File: src/rtl/ws2812_write_arbiter_if.sv
// ws2812_write_arbiter_if: two requester command ports plus the ws2812 driver write port
interface ws2812_write_arbiter_if;
  logic        a_valid, a_ready, a_fill, b_valid, b_ready, b_fill;
  logic [23:0] a_rgb, b_rgb, rgb_data;
  logic [7:0]  a_led, b_led, led_num;
  logic        write, busy, grant_b, err;
  modport master (
    output a_valid, a_rgb, a_led, a_fill, b_valid, b_rgb, b_led, b_fill,
    input  a_ready, b_ready, rgb_data, led_num, write, busy, grant_b, err
  );
  modport slave (
    input  a_valid, a_rgb, a_led, a_fill, b_valid, b_rgb, b_led, b_fill,
    output a_ready, b_ready, rgb_data, led_num, write, busy, grant_b, err
  );
endinterface

File: src/rtl/ws2812_write_arbiter.sv
// ws2812_write_arbiter: round-robin arbiter of two requesters onto the ws2812 write port, with fill sequencing
module ws2812_write_arbiter #(
  parameter int NUM_LEDS = 8
) (
  input logic clk,
  input logic reset,
  ws2812_write_arbiter_if.slave bus
);
  typedef enum logic {IDLE, FILL} state_t;
  localparam logic [8:0] N    = 9'(NUM_LEDS);
  localparam logic [7:0] LAST = 8'(NUM_LEDS - 1);
  state_t      state;
  logic [7:0]  idx;
  logic        last_b, sel_a, sel_b, acc, fill;
  logic [23:0] rgb;
  logic [7:0]  led;
  always_comb begin
    sel_a = bus.a_valid && (!bus.b_valid || last_b);
    sel_b = bus.b_valid && (!bus.a_valid || !last_b);
    acc   = (state == IDLE) && (sel_a || sel_b);
    fill  = sel_b ? bus.b_fill : bus.a_fill;
    rgb   = sel_b ? bus.b_rgb : bus.a_rgb;
    led   = sel_b ? bus.b_led : bus.a_led;
  end
  assign bus.a_ready = (state == IDLE) && sel_a;
  assign bus.b_ready = (state == IDLE) && sel_b;
  assign bus.busy    = (state == FILL);
  always_ff @(posedge clk or posedge reset) begin
    if (reset) begin
      state        <= IDLE;
      idx          <= '0;
      last_b       <= 1'b1;
      bus.grant_b  <= 1'b1;
      bus.write    <= 1'b0;
      bus.err      <= 1'b0;
      bus.rgb_data <= '0;
      bus.led_num  <= '0;
    end else begin
      bus.write <= 1'b0;
      bus.err   <= 1'b0;
      if (state == FILL) begin
        bus.led_num <= idx;
        bus.write   <= 1'b1;
        idx         <= idx + 8'd1;
        if (idx == LAST) state <= IDLE;
      end else if (acc) begin
        last_b      <= sel_b;
        bus.grant_b <= sel_b;
        if (fill) begin
          bus.rgb_data <= rgb;
          bus.led_num  <= '0;
          bus.write    <= 1'b1;
          idx          <= 8'd1;
          state        <= (NUM_LEDS > 1) ? FILL : IDLE;
        end else if ({1'b0, led} < N) begin
          bus.rgb_data <= rgb;
          bus.led_num  <= led;
          bus.write    <= 1'b1;
        end else begin
          bus.err <= 1'b1;
        end
      end
    end
  end
endmodule
File: src/flat_wrapper.sv
// flat-port wrapper written by rule: the top's interface ports become plain ports
module ws2812_write_arbiter_flat 
#(
  parameter int NUM_LEDS = 8
)
  (clk, reset, bus_a_valid, bus_a_rgb, bus_a_led, bus_a_fill, bus_b_valid, bus_b_rgb, bus_b_led, bus_b_fill, bus_a_ready, bus_b_ready, bus_rgb_data, bus_led_num, bus_write, bus_busy, bus_grant_b, bus_err);
  ws2812_write_arbiter_if bus_i ();
  input logic clk;
  input logic reset;
  input wire logic [$bits(bus_i.a_valid)-1:0] bus_a_valid;
  input wire logic [$bits(bus_i.a_rgb)-1:0] bus_a_rgb;
  input wire logic [$bits(bus_i.a_led)-1:0] bus_a_led;
  input wire logic [$bits(bus_i.a_fill)-1:0] bus_a_fill;
  input wire logic [$bits(bus_i.b_valid)-1:0] bus_b_valid;
  input wire logic [$bits(bus_i.b_rgb)-1:0] bus_b_rgb;
  input wire logic [$bits(bus_i.b_led)-1:0] bus_b_led;
  input wire logic [$bits(bus_i.b_fill)-1:0] bus_b_fill;
  output wire logic [$bits(bus_i.a_ready)-1:0] bus_a_ready;
  output wire logic [$bits(bus_i.b_ready)-1:0] bus_b_ready;
  output wire logic [$bits(bus_i.rgb_data)-1:0] bus_rgb_data;
  output wire logic [$bits(bus_i.led_num)-1:0] bus_led_num;
  output wire logic [$bits(bus_i.write)-1:0] bus_write;
  output wire logic [$bits(bus_i.busy)-1:0] bus_busy;
  output wire logic [$bits(bus_i.grant_b)-1:0] bus_grant_b;
  output wire logic [$bits(bus_i.err)-1:0] bus_err;
  assign bus_i.a_valid = bus_a_valid;
  assign bus_i.a_rgb = bus_a_rgb;
  assign bus_i.a_led = bus_a_led;
  assign bus_i.a_fill = bus_a_fill;
  assign bus_i.b_valid = bus_b_valid;
  assign bus_i.b_rgb = bus_b_rgb;
  assign bus_i.b_led = bus_b_led;
  assign bus_i.b_fill = bus_b_fill;
  assign bus_a_ready = bus_i.a_ready;
  assign bus_b_ready = bus_i.b_ready;
  assign bus_rgb_data = bus_i.rgb_data;
  assign bus_led_num = bus_i.led_num;
  assign bus_write = bus_i.write;
  assign bus_busy = bus_i.busy;
  assign bus_grant_b = bus_i.grant_b;
  assign bus_err = bus_i.err;
  ws2812_write_arbiter #(.NUM_LEDS(NUM_LEDS)) u_core (.clk(clk), .reset(reset), .bus(bus_i));
endmodule
File: config.mk
export PLATFORM = sky130hd
export DESIGN_NAME = ws2812_write_arbiter_flat
export DESIGN_NICKNAME = d
export VERILOG_FILES = /design/src/rtl/ws2812_write_arbiter_if.sv /design/src/rtl/ws2812_write_arbiter.sv /design/src/flat_wrapper.sv
export SDC_FILE = /design/constraint.sdc
export NUM_CORES = 1
export LEC_CHECK = 0
export CAP_MARGIN = 20
export CELL_PAD_IN_SITES_DETAIL_PLACEMENT = 0
export CELL_PAD_IN_SITES_GLOBAL_PLACEMENT = 1
export CORE_UTILIZATION = 30
export DETAILED_ROUTE_END_ITERATION = 7
export GPL_TIMING_DRIVEN = 0
export PLACE_DENSITY = 0.86
export SLEW_MARGIN = 20
export SYNTH_ARGS = -nofsm -noshare
export SYNTH_HDL_FRONTEND = slang
export SYNTH_SLANG_ARGS = --single-unit
File: constraint.sdc
create_clock -name clk -period 2.2 [get_ports clk]
set_clock_uncertainty 0.05 [all_clocks]
set_input_delay 0.33 -clock clk [delete_from_list [all_inputs] [get_ports clk]]
set_output_delay 0.33 -clock clk [all_outputs]
set_load 0.02 [all_outputs]
==> summary.md <==
| Metric | Value |
|---|---|
| Hold-fix buffers, CTS | `0` |
| Root Driver | `clkbuf_8` |
| Leading area contributor after synthesis | `dfrtp_1` |
| Die H | `89.4 µm` |
| Detail Route Antenna Nets | `0` |
| Clk_lat worst skew | `0.29 ns` |
| Capture point of the worst reg-to-reg path | `u_core.bus.rgb_data[2]` |
| CTS Buffer Depth | `2` |
| Max Transition Viols Final | `0` |
| Min-Delay Path Class | `primary input to async pin` |
| Drt first pass iters | `4` |
| Layout cell share with drive strength beyond 1 | `15.4%` |
| Floorplan core area | `7330 µm²` |
| Cell Area, Synth | `2290 µm²` |
| Synth area leaders | `dfrtp_1, nand2_1, mux2_2` |
| Netlist cell types | `34` |
| Area after DPL | `3500 µm²` |
| Worst path required time | `1.82 ns` |
| Placer Congestion | `0.836` |
| H-tree levels | `2` |
| Die X | `89.4 µm` |
| Multi-input logic area | `1100 µm²` |
| CTS Buf Count | `5` |
| Clock sinks | `44` |
| Top Ports | `108` |
| First-pass GRT wire length | `9.69 mm` |
| Post-synthesis async set-or-reset flop share | `100%` |
| Seq/Total Area, Yosys | `48.1%` |
| Top FF cell, synth | `dfrtp_1` |
| Max Fclk | `479 MHz` |
| Power Density | `1160 nW/µm²` |
| Crit Path Class | `flop to output pin` |
| Yosys warns | `0` |
| Synthesized instance count | `233` |
| Post-route cell area | `3630 µm²` |
| Antenna cells | `0` |
| P_leak | `0.00160 µW` |
| Total GRT Usage | `16.0%` |
| # Max-Cap Violations | `0` |
| P&R area growth vs syn | `58.6%` |
| Die ar. | `7990 µm²` |
| Tot Pwr | `4200 µW` |
| Initial antenna violation count | `0` |
| Arrival time worst endpoint | `1.71 ns` |
| Drt total wl | `6.23 mm` |
| Synthesized Nets | `304` |
| Top cell type's share of synthesized area | `47.0%` |
| Final Hold Fails | `0` |
| Overflow after GRT | `0` |
| Port buffer count | `107` |
| DRC errors left | `0` |
| Cell with the most instances after synthesis | `nand2_1` |
| Status | `finished, final reports clean` |
| Num rows | `31` |
| Unrepaired setup endpoints after global routing | `false` |
| Vias | `2,096` |
| Tmin final | `2.09 ns` |
| Initial DRC count | `48` |
| CTS clk-pin slew, worst paths | `0.08 ns` |
| Sequential cell area | `1100 µm²` |
| R2r startpoint | `u_core.bus.grant_b` |
| R2R setup slack | `0.22 ns` |
| Synthesis-stage register bit count | `44` |
| Worst r2r path cells | `5` |
| Worst vdd ir | `0.463 mV` |
| Initial core utilization | `31.2%` |
| Period utilisation layout | `95.0%` |
| Filler cells | `682` |
| Worst Tran Pin Value | `0.452 ns` |
| Nets | `420` |
| Number of synthesized flops with an enable pin | `0` |
| PnR worst setup slack | `0.111 ns` |
| Max_slew headroom | `69.9%` |
| CP endpoint kind | `output pin` |
| Largest net degree at the start of global routing | `28` |
| Endpoints failing setup | `0` |
| Via/cell ratio | `4.67` |
| Pre-CTS setup slack | `-0.709 ns` |
| TritonCTS clock tree | `yes` |
| Post-detail-place hpwl | `4.64 mm` |
| Routed WL per cell | `13.9 µm` |
| Crit path max fanout | `10` |
| Synth Area per Inst | `9.83 µm²` |
| CP Launch Type | `flop` |
| Vias in the first global route | `1,977` |
| Most frequent cells after synthesis | `nand2_1, dfrtp_1, mux2_2, nor2_1, o21ai_0` |
==> worst max-delay path: stages (launching register included) <==
cell and delay [ns]:
dfrtp_1 0.39, buf_2 0.20, inv_2 0.12, clkbuf_4 0.21
and3_1 0.16, dlygate4sd2_1 0.33
==> per-stage QoR <==
stage          TNS, ns  hold WS [ns]  cells  utilization [%]
2_1_floorplan        0         0.353    233                -
3_3_place_gp    -15.63         0.423    439             47.5
3_5_place_dp     -9.05         0.440    440             47.8
4_1_cts              0         0.305    448             49.4
5_1_grt              0         0.329    449             49.5
6_report             0         0.298    449             49.5
==> how the worst max path moves through the flow <==
stage / startpoint / end / slack [ns] / cells past startpoint
2_1_floorplan: u_core.bus.busy / u_core.bus.rgb_data[12] / 0.24 / 6
3_3_place_gp: bus_a_valid / bus_b_ready / -0.69 / 6
3_5_place_dp: bus_a_valid / bus_b_ready / -0.71 / 6
4_1_cts: bus_b_valid / bus_b_ready / 0.02 / 5
5_1_grt: u_core.bus.busy / bus_a_ready / 0.04 / 5
6_report: u_core.bus.busy / bus_a_ready / 0.11 / 5
==> final cells by class <==
type,instances,share of cell area [%]
inverter,3,0.310
timing repair buffer,110,30.5
multi-input combinational,173,30.3
sequential,44,30.4
tap,99,3.41
buffer,12,2.17
clock buffer,6,2.00
clock inverter,2,0.965
==> placed cells by master (no fill, tap or decap), drive strengths merged, types with 3 or more instances in the layout <==
cell / count
a22o: 7
a31oi: 6
and3: 3
buf: 12
clkbuf: 9
clkdlybuf4s50: 103
dfrtp: 43
inv: 3
mux2: 27
nand2: 77
nand3b: 6
nand4: 3
nor2: 13
o21ai: 12
==> routing by layer <==
layer | vias to the layer above | share of wire, % | global-route usage [%]
met2 | 72 | 49 | 28.3
li1 | 1031 | - | -
met3 | 7 | 5.3 | 3.32
met1 | 986 | 45 | 20.2
met5 | - | 0 | 0
met4 | 0 | 0.80 | 3.03
==> where the power goes <==
group          internal [µW]  switching [µW]  total [µW]
Sequential              1160             222        1380
Clock                    337             273         610
Combinational           1150            1060        2210
==> flip-flops by register name, summed over array words and instances, names as in the netlist <==
register             count
u_core.bus.err           1
u_core.bus.write         1
u_core.bus.grant_b       1
u_core.bus.rgb_data     24
u_core.bus.led_num       8
u_core.bus.busy          1
u_core.idx               8
==> what timing repair did <==
action,4_1_cts,5_1_grt
buffers inserted,1,1
gates resized for setup,8,3
pin swaps,0,1
gates cloned,0,0
endpoints found under the setup margin,25,29
==> logic make-up (layout without fill, tap and decap cells) <==
family                     after synthesis  in the layout  share of synthesized area, %
adders and majority gates                1              1                         0.546
DFF                                     44             44                          48.1
xor gates and xnor gates                 1              1                         0.383
muxes                                   29             29                          14.6
and+or+nand+nor                        108            108                          19.9
buffers and inverters                   16            133                          3.82
AOI/OAI and AO/OA                       34             34                          12.5
Power figures use the tool's default switching activity.
